File: config.mk
export PLATFORM = sky130hd
export DESIGN_NAME = dmem_access_ctrl
export DESIGN_NICKNAME = d
export VERILOG_FILES = /design/src/rtl/params_pkg.sv /design/src/rtl/load_unit.sv /design/src/rtl/dmem_access_ctrl.sv
export SDC_FILE = /design/constraint.sdc
export NUM_CORES = 1
export LEC_CHECK = 0
export CAP_MARGIN = 10
export CORE_MARGIN = 2
export CORE_UTILIZATION = 50
export CTS_CLUSTER_SIZE = 24
export DETAILED_ROUTE_END_ITERATION = 10
export GPL_ROUTABILITY_DRIVEN = 0
export PLACE_DENSITY = 0.79
export SYNTH_ARGS = -nofsm -noshare
export SYNTH_HDL_FRONTEND = slang
export SYNTH_SLANG_ARGS = --single-unit
File: constraint.sdc
create_clock -name clk_i -period 2.9 [get_ports clk_i]
set_clock_uncertainty 0.05 [all_clocks]
set_input_delay 0.29 -clock clk_i [delete_from_list [all_inputs] [get_ports clk_i]]
set_output_delay 0.29 -clock clk_i [all_outputs]
set_load 0.005 [all_outputs]
File: src/rtl/params_pkg.sv
// Shared constants and types for the data-memory access controller.
//   DMEM_LOAD_SIZE_*   : load type encodings (signed/unsigned byte/half, word)
//   DMEM_STORE_SIZE_*  : store size encodings
//   TRAP_CODE_*        : access-fault trap codes reported on completion
//   dmem_ctrl_state_t  : sequencing FSM states
//   load_size()        : maps a load type onto a store-size style size code
//   size_mask()        : byte-lane mask for a size code at offset 0
//   needs_split()      : whether an access of a size at a byte offset crosses a word
package params_pkg;

    localparam logic [2:0] DMEM_LOAD_SIZE_BYTE  = 3'b000;
    localparam logic [2:0] DMEM_LOAD_SIZE_HALF  = 3'b001;
    localparam logic [2:0] DMEM_LOAD_SIZE_WORD  = 3'b010;
    localparam logic [2:0] DMEM_LOAD_SIZE_BYTEU = 3'b100;
    localparam logic [2:0] DMEM_LOAD_SIZE_HALFU = 3'b101;

    localparam logic [1:0] DMEM_STORE_SIZE_BYTE = 2'b00;
    localparam logic [1:0] DMEM_STORE_SIZE_HALF = 2'b01;
    localparam logic [1:0] DMEM_STORE_SIZE_WORD = 2'b10;

    localparam logic [30:0] TRAP_CODE_LOAD_ACCESS_FAULT  = 31'd5;
    localparam logic [30:0] TRAP_CODE_STORE_ACCESS_FAULT = 31'd7;

    typedef enum logic [2:0] {
        IDLE,
        REQ0,
        RSP0,
        REQ1,
        RSP1,
        DONE
    } dmem_ctrl_state_t;

    // Unknown load types are treated as full words.
    function automatic logic [1:0] load_size(input logic [2:0] lt);
        case (lt)
            DMEM_LOAD_SIZE_BYTE, DMEM_LOAD_SIZE_BYTEU: return DMEM_STORE_SIZE_BYTE;
            DMEM_LOAD_SIZE_HALF, DMEM_LOAD_SIZE_HALFU: return DMEM_STORE_SIZE_HALF;
            default:                                   return DMEM_STORE_SIZE_WORD;
        endcase
    endfunction

    function automatic logic [3:0] size_mask(input logic [1:0] sz);
        case (sz)
            DMEM_STORE_SIZE_BYTE: return 4'b0001;
            DMEM_STORE_SIZE_HALF: return 4'b0011;
            default:              return 4'b1111;
        endcase
    endfunction

    function automatic logic needs_split(input logic [1:0] sz, input logic [1:0] off);
        case (sz)
            DMEM_STORE_SIZE_BYTE: return 1'b0;
            DMEM_STORE_SIZE_HALF: return off == 2'd3;
            default:              return off != 2'd0;
        endcase
    endfunction

endpackage

File: src/rtl/load_unit.sv
// Load data formatter: selects the addressed bytes of a read word and
// sign/zero extends them according to the load type.
//   load_type_i : DMEM_LOAD_SIZE_*
//   addr_lsb2_i : byte offset inside the word
//   rdata_i     : raw read word
//   data_o      : extended load result
//   rmask_o     : byte lanes read
//   misalign_o  : access not naturally aligned at addr_lsb2_i
module load_unit
    import params_pkg::*;
(
    input  logic [2:0]  load_type_i,
    input  logic [1:0]  addr_lsb2_i,
    input  logic [31:0] rdata_i,
    output logic [31:0] data_o,
    output logic [3:0]  rmask_o,
    output logic        misalign_o
);

    logic [31:0] shifted;

    assign shifted = rdata_i >> {addr_lsb2_i, 3'b000};

    always_comb begin
        data_o     = shifted;
        rmask_o    = 4'b1111;
        misalign_o = 1'b0;
        case (load_type_i)
            DMEM_LOAD_SIZE_BYTE: begin
                data_o  = {{24{shifted[7]}}, shifted[7:0]};
                rmask_o = 4'b0001 << addr_lsb2_i;
            end
            DMEM_LOAD_SIZE_BYTEU: begin
                data_o  = {24'b0, shifted[7:0]};
                rmask_o = 4'b0001 << addr_lsb2_i;
            end
            DMEM_LOAD_SIZE_HALF: begin
                data_o     = {{16{shifted[15]}}, shifted[15:0]};
                rmask_o    = 4'b0011 << addr_lsb2_i;
                misalign_o = addr_lsb2_i[0];
            end
            DMEM_LOAD_SIZE_HALFU: begin
                data_o     = {16'b0, shifted[15:0]};
                rmask_o    = 4'b0011 << addr_lsb2_i;
                misalign_o = addr_lsb2_i[0];
            end
            default: begin
                misalign_o = addr_lsb2_i != 2'b00;
            end
        endcase
    end

endmodule

File: src/rtl/dmem_access_ctrl.sv
// Data-memory access controller: sequences one MEM-stage load/store onto a
// req/gnt/rvalid bus, splitting word-crossing accesses into two aligned beats
// and merging the load beats before formatting.
//   clk_i, rst_ni          : clock, async active-low reset
//   req_*                  : MEM-stage op (valid, we, load type, store size, addr, wdata)
//   flush_i                : kill the in-flight op
//   busy_o                 : op in flight, MEM stage stalls
//   rsp_*                  : one-cycle completion (data, trap, trap code)
//   dmem_req_o/gnt_i       : beat request handshake
//   dmem_addr/we/be/wdata_o: beat payload, held stable until gnt
//   dmem_rvalid/rdata/err_i: beat response
module dmem_access_ctrl
    import params_pkg::*;
#(
    parameter int XLEN = 32
) (
    input  logic            clk_i,
    input  logic            rst_ni,
    input  logic            req_valid_i,
    input  logic            req_we_i,
    input  logic [2:0]      req_load_type_i,
    input  logic [1:0]      req_store_size_i,
    input  logic [XLEN-1:0] req_addr_i,
    input  logic [XLEN-1:0] req_wdata_i,
    input  logic            flush_i,
    output logic            busy_o,
    output logic            rsp_valid_o,
    output logic [XLEN-1:0] rsp_rdata_o,
    output logic            rsp_trap_o,
    output logic [XLEN-2:0] rsp_trap_code_o,
    output logic            dmem_req_o,
    input  logic            dmem_gnt_i,
    output logic [XLEN-1:0] dmem_addr_o,
    output logic            dmem_we_o,
    output logic [3:0]      dmem_be_o,
    output logic [XLEN-1:0] dmem_wdata_o,
    input  logic            dmem_rvalid_i,
    input  logic [XLEN-1:0] dmem_rdata_i,
    input  logic            dmem_err_i
);

    dmem_ctrl_state_t state_q, state_d;

    logic            we_q, split_q, flush_q, trap_q;
    logic [2:0]      lt_q;
    logic [1:0]      ss_q;
    logic [XLEN-1:0] addr_q, wdata_q, rd0_q, rd1_q, rdata_q;
    logic [XLEN-2:0] code_q;

    logic accept, cap0, cap1, set_flush, to_done, trap_d;

    // Access geometry from the latched op.
    logic [1:0]        off, sz_q, sz_in;
    logic [7:0]        m8;
    logic [2*XLEN-1:0] w64;
    logic [XLEN-1:0]   beat0_addr, beat1_addr;

    assign off        = addr_q[1:0];
    assign sz_q       = we_q ? ss_q : load_size(lt_q);
    assign sz_in      = req_we_i ? req_store_size_i : load_size(req_load_type_i);
    assign m8         = {4'b0, size_mask(sz_q)} << off;
    assign w64        = {{XLEN{1'b0}}, wdata_q} << {off, 3'b000};
    assign beat0_addr = {addr_q[XLEN-1:2], 2'b00};
    assign beat1_addr = beat0_addr + 32'd4;   // wraps at the top of memory

    // Load merge uses the beat arriving this cycle so the formatted result can
    // be registered on the same edge that enters DONE.
    logic [2*XLEN-1:0] rd_pair;
    logic [XLEN-1:0]   merged, lu_data;
    logic [3:0]        lu_rmask;
    logic              lu_misalign;

    always_comb begin
        rd_pair = {rd1_q, rd0_q};
        if (state_q == RSP0)      rd_pair = {{XLEN{1'b0}}, dmem_rdata_i};
        else if (state_q == RSP1) rd_pair = {dmem_rdata_i, rd0_q};
    end

    assign merged = rd_pair[{1'b0, off, 3'b000} +: XLEN];

    load_unit u_load_unit (
        .load_type_i (lt_q),
        .addr_lsb2_i (2'b00),
        .rdata_i     (merged),
        .data_o      (lu_data),
        .rmask_o     (lu_rmask),
        .misalign_o  (lu_misalign)
    );

    // Lanes above the largest shift, the read mask and the misalign flag have
    // no consumer once beats are merged to offset 0.
    logic unused_bits;
    assign unused_bits = ^{rd_pair[63:56], lu_rmask, lu_misalign};

    always_ff @(posedge clk_i or negedge rst_ni) begin
        if (!rst_ni) state_q <= IDLE;
        else         state_q <= state_d;
    end

    always_comb begin
        state_d      = state_q;
        dmem_req_o   = 1'b0;
        dmem_addr_o  = '0;
        dmem_we_o    = 1'b0;
        dmem_be_o    = 4'b0;
        dmem_wdata_o = '0;
        accept       = 1'b0;
        cap0         = 1'b0;
        cap1         = 1'b0;
        set_flush    = 1'b0;
        to_done      = 1'b0;
        trap_d       = 1'b0;
        case (state_q)
            IDLE: begin
                if (req_valid_i) begin
                    accept  = 1'b1;
                    state_d = REQ0;
                end
            end
            REQ0, REQ1: begin
                dmem_req_o   = 1'b1;
                dmem_we_o    = we_q;
                dmem_addr_o  = (state_q == REQ0) ? beat0_addr : beat1_addr;
                dmem_be_o    = (state_q == REQ0) ? m8[3:0] : m8[7:4];
                dmem_wdata_o = !we_q ? '0 :
                               (state_q == REQ0) ? w64[XLEN-1:0] : w64[2*XLEN-1:XLEN];
                // Once granted the beat must drain, so a flush is only noted.
                if (dmem_gnt_i) begin
                    state_d   = (state_q == REQ0) ? RSP0 : RSP1;
                    set_flush = flush_i;
                end else if (flush_i) begin
                    state_d = IDLE;
                end
            end
            RSP0, RSP1: begin
                if (dmem_rvalid_i) begin
                    cap0 = (state_q == RSP0);
                    cap1 = (state_q == RSP1);
                    if (flush_q || flush_i) begin
                        state_d = IDLE;
                    end else if (dmem_err_i || !split_q || state_q == RSP1) begin
                        state_d = DONE;
                        to_done = 1'b1;
                        trap_d  = dmem_err_i;
                    end else begin
                        state_d = REQ1;
                    end
                end else begin
                    set_flush = flush_i;
                end
            end
            DONE:    state_d = IDLE;
            default: state_d = IDLE;
        endcase
    end

    always_ff @(posedge clk_i or negedge rst_ni) begin
        if (!rst_ni) begin
            we_q    <= 1'b0;
            lt_q    <= 3'b0;
            ss_q    <= 2'b0;
            addr_q  <= '0;
            wdata_q <= '0;
            split_q <= 1'b0;
            flush_q <= 1'b0;
            rd0_q   <= '0;
            rd1_q   <= '0;
            rdata_q <= '0;
            trap_q  <= 1'b0;
            code_q  <= '0;
        end else begin
            if (accept) begin
                we_q    <= req_we_i;
                lt_q    <= req_load_type_i;
                ss_q    <= req_store_size_i;
                addr_q  <= req_addr_i;
                wdata_q <= req_wdata_i;
                split_q <= needs_split(sz_in, req_addr_i[1:0]);
                flush_q <= 1'b0;
                rd0_q   <= '0;
                rd1_q   <= '0;
            end else if (set_flush) begin
                flush_q <= 1'b1;
            end
            if (cap0) rd0_q <= dmem_rdata_i;
            if (cap1) rd1_q <= dmem_rdata_i;
            if (to_done) begin
                rdata_q <= (we_q || trap_d) ? '0 : lu_data;
                trap_q  <= trap_d;
                code_q  <= !trap_d ? '0 :
                           we_q ? TRAP_CODE_STORE_ACCESS_FAULT : TRAP_CODE_LOAD_ACCESS_FAULT;
            end
        end
    end

    assign busy_o          = state_q != IDLE;
    assign rsp_valid_o     = state_q == DONE;
    assign rsp_rdata_o     = rsp_valid_o ? rdata_q : '0;
    assign rsp_trap_o      = rsp_valid_o & trap_q;
    assign rsp_trap_code_o = rsp_valid_o ? code_q : '0;

endmodule
* Word-level counts from Yosys, hierarchy flattened *
Cells that the tools add are included.

word-level totals
  register bits = 203

cells by class
  $add $sub $neg = 1
  equality and inequality tests = 17
  shifts and indexed selects = 3
  muxes and demuxes = 53
  bitwise gates (word level) = 1
  reductions and logical operators = 22

operators with widths
  operator                                             number
  two-way mux 32 bit                                   10
  two-way mux 64 bit                                   2
  case mux 32 bit (4 select lines)                     1
  variable part select 64 x 6 -> 32 bit                1
  << shifter 32 x 5 -> 64 bit                          1
  adder 32 x 3 -> 32 bit, second input constant        1
  two-way mux 31 bit                                   1
  two-way mux 3 bit                                    8
  two-way mux 1 bit                                    20
  equality test 3 bit, second input constant           6
  OR reduction 2 bit                                   6
  equality test 3 x 1 -> 1 bit, second input constant  3
  zero test 3 bit                                      3
  case mux 3 bit (3 select lines)                      1
  two-way mux 4 bit                                    2
  case mux 2 bit (2 select lines)                      2
  case mux 4 bit (2 select lines)                      1
  nonzero test 2 bit                                   4
  << shifter 4 x 2 -> 8 bit                            1
  equality test 3 x 2 -> 1 bit, second input constant  2
  two-way mux 2 bit                                    3
  equality test 2 x 1 -> 1 bit, second input constant  2
  zero test 2 bit                                      2
  logical OR 1 bit                                     4
  other kinds (8)                                      10

* Logic depth before layout (Yosys ltp) *
Gate-level depths: netlist of run 1.

  depth after elaboration = 9
  depth in mapped cells = 8
  mapped depth without buffers = 6

* Cells and area by module *
From an unflattened synthesis of run 1, not the netlist that was laid out.

second synthesis, totals
  cells, all modules = 1135
  area, all modules = 11245.8 µm²

by module, submodules not included
  module            times used  cells an instance  area each (µm²)  sequential area each (µm²)
  dmem_access_ctrl  1           999                10383.7          4129.0
  load_unit         1           136                862.1            0.0

* Worst setup path after synthesis of run 1 *
Ideal clock, no wire load.

  kind = register -> output
  start = reg state_q[0]
  end = out dmem_addr_o[31]
  data arrival time = 2075 ps
  required time = 2560 ps
  slack = 485 ps
  cell stages (with the launch flop) = 9
  cell sequence = dfrtp_1 clkbuf_1 or3b_1 buf_4 nand4_1 or4_1 buf_2 or3_1 a21oi_1

between the ends
  cells in the longest elaborated chain, start to end = 3

RTL lines
  element                                                                       RTL line                                          source
  start: declaration                                                            dmem_access_ctrl.sv:42                            dmem_ctrl_state_t state_q, state_d;
  start signal: assignment                                                      dmem_access_ctrl.sv:97                            else state_q <= state_d;
  equality test 3 x 1 -> 1 bit or equality test 3 x 2 -> 1 bit (tied branches)  dmem_access_ctrl.sv:113, dmem_access_ctrl.sv:123
  two-way mux 32 bit or OR reduction 2 bit (tied branches)                      dmem_access_ctrl.sv:123, dmem_access_ctrl.sv:113
  two-way mux 32 bit (*)                                                        dmem_access_ctrl.sv:113                           case (state_q)
  end: declaration                                                              dmem_access_ctrl.sv:33                            output logic [XLEN-1:0] dmem_addr_o,

Mark *: on every way between the ends. The rest lies on a longest branch, timed or not.

* Worst setup path in the final report of run 1 *
  start = reg addr_q[13]
  end = out dmem_addr_o[20]

between the ends
  cells in the longest elaborated chain, start to end = 3

RTL lines
  element                   RTL line                 source
  start: declaration        dmem_access_ctrl.sv:47   logic [XLEN-1:0] addr_q, wdata_q, rd0_q, rd1_q, rdata_q;
  start signal: assignment  dmem_access_ctrl.sv:176  addr_q <= req_addr_i;
  adder 32 x 3 -> 32 bit    dmem_access_ctrl.sv:64   assign beat1_addr = beat0_addr + 32'd4;
  two-way mux 32 bit        dmem_access_ctrl.sv:123  dmem_addr_o = (state_q == REQ0) ? beat0_addr : beat1_addr;
  two-way mux 32 bit        dmem_access_ctrl.sv:113

Every way passes these cells.

==> metrics.yaml, run 1 <==
status: "finished with violations"
failed_checks: "negative setup slack"
synth.mux.area_fraction: 0.164
synthArstFlopShare: 1.00
drtIter0Drc: 893
dieArea_um2: 21800
drv_cap: 0
r2r-start: "state_q[2]"
dieHeight_um: 148
synth_seq_cells: 165
path_cells: "and4_4, nand4_1, buf_4, buf_4, or4_4, a21oi_4, clkdlybuf4s50_1"
post-route-period-util: 1.00
drive_above_1_share: 0.190
clk_pin_slew_ns: 0.07
holdPathStages: 3
worst_ep_required_time_ns: 2.56
max_slew_margin: 0.473
setup_violations: 1
wirelength_um: 31200
rows: 52
grt_start_max_net_pins: 81
syn_avg_cell_area_um2: 9.67
crit_arrival_ns: 2.57
grt_pass1_wl_um: 48700
num_vias: 9354
yosys_warnings: 0
cp_slowest_stage_delay_ns: 0.51
synth_edf_count: 0
met1_usage: 0.382
first_pass_iters: 5
critPathLaunchType: "flop"
cts-root-buf: "clkbuf_16"
dp_hpwl_um: 21700
drtAntennaViolNets: 0
synthTopCellsByCount: "dfrtp_1 (165), nand2_1 (93), mux2_2 (82)"
grtUsageTotal: 0.283
finalPower_mw: 14.3
grt_use_met2: 0.453
hold_violations: 0
fp.dieW_um: 148
crit_path_max_fanout: 6
synth_cells: 1068
grt_pass1_vias: 8938
synthDistinctLibCells: 65
grt.overflow.total: 0
clk_latency_ns: 0.43
critPathKind: "reg2out"
min_to: "addr_q[8]"
rsz0062_at_grt: "yes"
route.detailed.drc: 0
clock_path_buffers: 2
top_level_ports: 245
yosysTopAreaCell: "dfrtp_1"
synth_compound_area_frac: 0.179
drv_slew: 0
initial_utilization: 0.511
vdd_drop_max_mv: 0.623
portBuffers: 214
synth_xor_area_frac: 0.0178
cp_slowest_cell: "clkdlybuf4s50_1"
min_path_type: "in2reg"
r2r-end: "rdata_q[30]"
syn_to_final_growth_pct: 32.3
grt_busiest_layer: "met2"
fin_ws_ns: -0.00784
r2r_setup_slack_ns: 0.26
tritoncts: "yes"
detail_route.wl_per_cell_um: 20.0
nets: 1386
synth.most_common_cell: "dfrtp_1"
tns_ns: -0.00784
antenna_cells: 0
globalRouteMet3Util: 0.0602
synth_top_family_by_area: "compound AO/OA/AOI/OAI gates"
htree_levels: 4
worstMarginPinSlew_ns: 0.791
fin_crit_ns: 2.91
synth_top_area_share: 0.400
synthesis.area_um2: 10300
clock.fmax_mhz: 344
synth_simple_gate_area_frac: 0.171
hold_start: "req_addr_i[8]"
reg2reg_depth: 8
synthTopCellsByArea: "dfrtp_1 (40%), mux2_2 (8.9%), mux2i_1 (5.7%)"
worstSetupStartpoint: "addr_q[13]"
crit_top_cell: "buf_4"
viasPerCell: 6.01
cts_made_buffers: 17
synth_ff_type: "dfrtp_1"
core-area_um2: 20200
cp-end-kind: "output pin"
synth_fa_ha_area_frac: 0.00218
cts.sinks: 165
leakage_nw: 5.86
antenna_found_initial: 1
ys_seq_area_frac: 0.400
power_density_nw_per_um2: 1050
## flip-flops by register name, summed over array words and instances (netlist names)
name     flops
rd0_q       32
flush_q      1
rd1_q       24
addr_q      32
ss_q         2
wdata_q     32
rdata_q     32
split_q      1
state_q      3
lt_q         3
we_q         1
code_q       2
## layout make-up
| type | count | area, um^2 |
|---|---|---|
| timing repair buffer | 281 | 2760 |
| multi-input combinational | 797 | 5810 |
| clock inverter | 10 | 108 |
| sequential | 165 | 4140 |
| clock buffer | 20 | 457 |
| fill | 1550 | 6570 |
| inverter | 14 | 57.6 |
| tap | 270 | 338 |
## power breakdown
part	switching, mW	internal, mW
logic	4.06	3.72
registers	0.992	3.36
clock network	0.912	1.29
total	5.96	8.37
## critical path: cells and delay by family (launching register included)
family	cells	cell delay, ns
compound gates	1	0.15
buf+inv	3	0.83
flops	1	0.35
simple gates	3	0.81
## cells by family (layout without fill, tap and decap cells)
kind of cell | Yosys count | in the layout
XOR/XNOR | 21 | 21
other | 1 | 30
AO/OA/AOI/OAI | 251 | 251
multiplexers | 149 | 149
buffers and inverters | 135 | 325
AND/OR/NAND/NOR | 344 | 344
adder cells (fa/ha/maj) | 2 | 2
flip-flops | 165 | 165
## metal layers
metal  wire length, um  part of all wire
met1             12900              0.41
met5                 0                 0
met3              2680             0.086
met4               910             0.029
met2             14700              0.47
## what timing repair did
action,4_1_cts,5_1_grt
gates cloned,1,0
setup buffers,12,6
resized for setup,29,45
endpoints found under the hold margin,78,0
pin swaps,8,5
setup endpoints to repair,23,85
hold buffers,1,0
## per-stage QoR
stage	worst slack, ns	instance area, um^2	cells	utilization	hold slack, ns
after floorplan	0.485	10400	1097	-	-0.0556
after global placement	0.135	12700	1508	0.629	0.348
after detailed placement	0.0859	12700	1508	0.629	0.351
after CTS	-0.0791	13400	1552	0.664	0.364
after global routing	-0.0656	13700	1557	0.676	0.377
final	-0.00784	13700	1557	0.676	0.376
## cells in the final DEF (no fill, tap or decap), types with 16 or more instances in the layout
cell type,count
a22o_1,60
clkdlybuf4s50_1,197
o21ai_0,42
a221oi_1,20
mux2_2,82
xnor2_1,16
nor2b_1,21
and2_1,38
nor3_1,21
a22oi_1,16
buf_4,49
nand2_1,93
dfrtp_1,162
nor2_1,75
nand3_1,18
a21oi_1,38
conb_1,30
clkbuf_16,17
mux2i_1,59
nor3b_1,18
## worst max path at each step
stage,end,slack (ns),depth (start not counted)
floorplan,dmem_addr_o[31],0.49,8
finish,dmem_addr_o[20],-0.008,7
global route,dmem_addr_o[20],-0.07,7
global placement,dmem_addr_o[28],0.13,7
detailed placement,dmem_addr_o[26],0.09,7
CTS,dmem_addr_o[10],-0.08,7
Power figures use the tool's default switching activity.
==> inputs of run 2 (changes only) <==
--- a/config.mk
+++ b/config.mk
@@ -7,11 +7,11 @@
 export LEC_CHECK = 0
 export CAP_MARGIN = 10
 export CORE_MARGIN = 2
-export CORE_UTILIZATION = 50
+export CORE_UTILIZATION = 51
 export CTS_CLUSTER_SIZE = 24
 export DETAILED_ROUTE_END_ITERATION = 10
 export GPL_ROUTABILITY_DRIVEN = 0
-export PLACE_DENSITY = 0.79
+export PLACE_DENSITY = 0.81
 export SYNTH_ARGS = -nofsm -noshare
 export SYNTH_HDL_FRONTEND = slang
 export SYNTH_SLANG_ARGS = --single-unit
==> run 2 against run 1 <==
Against the previous run: sequential share of layout area about the same; setup slack got worse by 0.0040 ns; die area decreased by 1.9%; highest routed layer unchanged; sequential power decreased by 1%; critical endpoint unchanged; the flow still finishes with violations (negative setup slack); final area about the same; critical path depth decreased by 1; largest cell class unchanged; register-to-register slack got worse by 0.04 ns.
==> metrics.yaml, run 2 (synthesis results as in run 1) <==
status: "finished with violations"
failed_checks: "negative setup slack"
final_common_cell: "clkdlybuf4s50_1"
reg2reg_depth: 7
min_path_type: "in2async"
path_cells: "or3b_4, nand4_2, buf_6, or4_1, a21oi_2, clkdlybuf4s50_1"
cts_made_buffers: 17
htree_levels: 4
drv_cap: 0
cts-root-buf: "clkbuf_16"
rsz0062_at_grt: "yes"
path_buf_inv: 2
wirelength_um: 30800
grt_pass1_wl_um: 48200
first_pass_iters: 5
drtIter0Drc: 959
cp_slowest_stage_delay_ns: 0.51
critPathKind: "reg2out"
nets: 1391
num_vias: 9377
antenna_cells: 0
initial_utilization: 0.516
vdd_drop_max_mv: 0.604
dp_hpwl_um: 21100
rows: 52
clk_pin_slew_ns: 0.07
finalNonFillerCells: 1563
setup_violations: 1
max_slew_margin: 0.380
clock_path_buffers: 2
top_level_ports: 245
fin_crit_ns: 2.91
grt_start_max_net_pins: 72
portBuffers: 214
clock.fmax_mhz: 343
cp_slowest_cell: "clkdlybuf4s50_1"
detail_route.wl_per_cell_um: 19.7
cp-end-kind: "output pin"
r2r_setup_slack_ns: 0.22
fp.dieW_um: 146
grt.overflow.total: 0
drv_slew: 0
critPathTopFamily: "simple AND/OR/NAND/NOR gates"
holdWs_ns: 0.313
fin_ws_ns: -0.0118
worstMarginPinSlew_ns: 0.923
hold_violations: 0
viasPerCell: 6.00
power_density_nw_per_um2: 1070
tritoncts: "yes"
crit_arrival_ns: 2.57
worst_ep_required_time_ns: 2.56
post-place-ws_ns: 0.0924
grtUsageTotal: 0.281
crit_path_max_fanout: 7
clk_latency_ns: 0.43
placed_cells: 1508
drive_above_1_share: 0.189
core-area_um2: 20000
drtAntennaViolNets: 0
layout_common_cells: "clkdlybuf4s50_1 (200), dfrtp_1 (161), nand2_1 (93)"
post-route-period-util: 1.00
route.detailed.drc: 0
leakage_nw: 5.80
antenna_found_initial: 0
dieHeight_um: 146
dieArea_um2: 21400
grt_pass1_vias: 9103
r2r-end: "rdata_q[16]"
worstSetupStartpoint: "state_q[0]"
syn_to_final_growth_pct: 32.3
r2r-start: "state_q[1]"
critPathLaunchType: "flop"
cts.sinks: 165
## run 2: cell count changes in the layout (fill, tap and decap cells not counted), moves of 4 or more
cell,change
clkinv_2,-4
buf_6,-6
buf_4,+12
dlymetal6s2s_1,-4
## run 2: repair_timing
action,in CTS,in global routing
gates cloned,1,0
hold endpoints to repair,42,0
hold buffers,1,0
setup endpoints to repair,15,29
setup buffers,13,9
resized for setup,24,31
pin swaps,8,5
## run 2: cell type report
cell class | count | area [um^2]
Timing Repair Buffer | 286 | 2750
Tap cell | 270 | 338
Sequential cell | 165 | 4140
Fill cell | 1533 | 6370
Inverter | 14 | 57.6
Clock buffer | 24 | 502
Multi-Input combinational cell | 797 | 5740
Clock inverter | 7 | 141
## run 2: how the worst max path moves through the flow
stage	slack (ns)	endpoint	cells past startpoint
after global routing	-0.1	dmem_addr_o[20]	6
after global placement	0.17	dmem_addr_o[28]	6
final	-0.01	dmem_addr_o[20]	6
after floorplan	0.49	dmem_addr_o[31]	8
after CTS	0.0009	dmem_addr_o[29]	7
after detailed placement	0.09	dmem_addr_o[28]	6
## run 2: metrics by stage
step,power [mW],area (um^2),TNS [ns],utilization
final,14.6,13700,-0.0118,0.682
after global routing,15.4,13700,-0.212,0.682
after CTS,14.3,13500,0,0.675
after detailed placement,11.5,12700,0,0.634
after global placement,11.3,12700,0,0.634
after floorplan,8.97,10400,0,-
## run 2: per-layer routing
layer / vias up / part of all wire / global-route usage
met5: - / 0 / 0
met4: 0 / 0.028 / 0.0971
met3: 72 / 0.084 / 0.0606
met2: 504 / 0.48 / 0.463
met1: 4550 / 0.40 / 0.369
li1: 4251 / - / -
## run 2: where the power goes
part	leakage, nW	switching [mW]	internal (mW)
sequential	2.12	0.939	3.36
clock	0.313	0.944	1.56
combinational	3.37	4.05	3.71
total	5.80	5.93	8.62
==> inputs of run 3 (changes only) <==
--- a/config.mk
+++ b/config.mk
@@ -11,6 +11,7 @@
 export CTS_CLUSTER_SIZE = 24
 export DETAILED_ROUTE_END_ITERATION = 10
 export GPL_ROUTABILITY_DRIVEN = 0
+export HOLD_SLACK_MARGIN = 0.15
 export PLACE_DENSITY = 0.81
 export SYNTH_ARGS = -nofsm -noshare
 export SYNTH_HDL_FRONTEND = slang
==> results of run 3 <==
Final layout, timing and power as in run 2 (identical DEF).
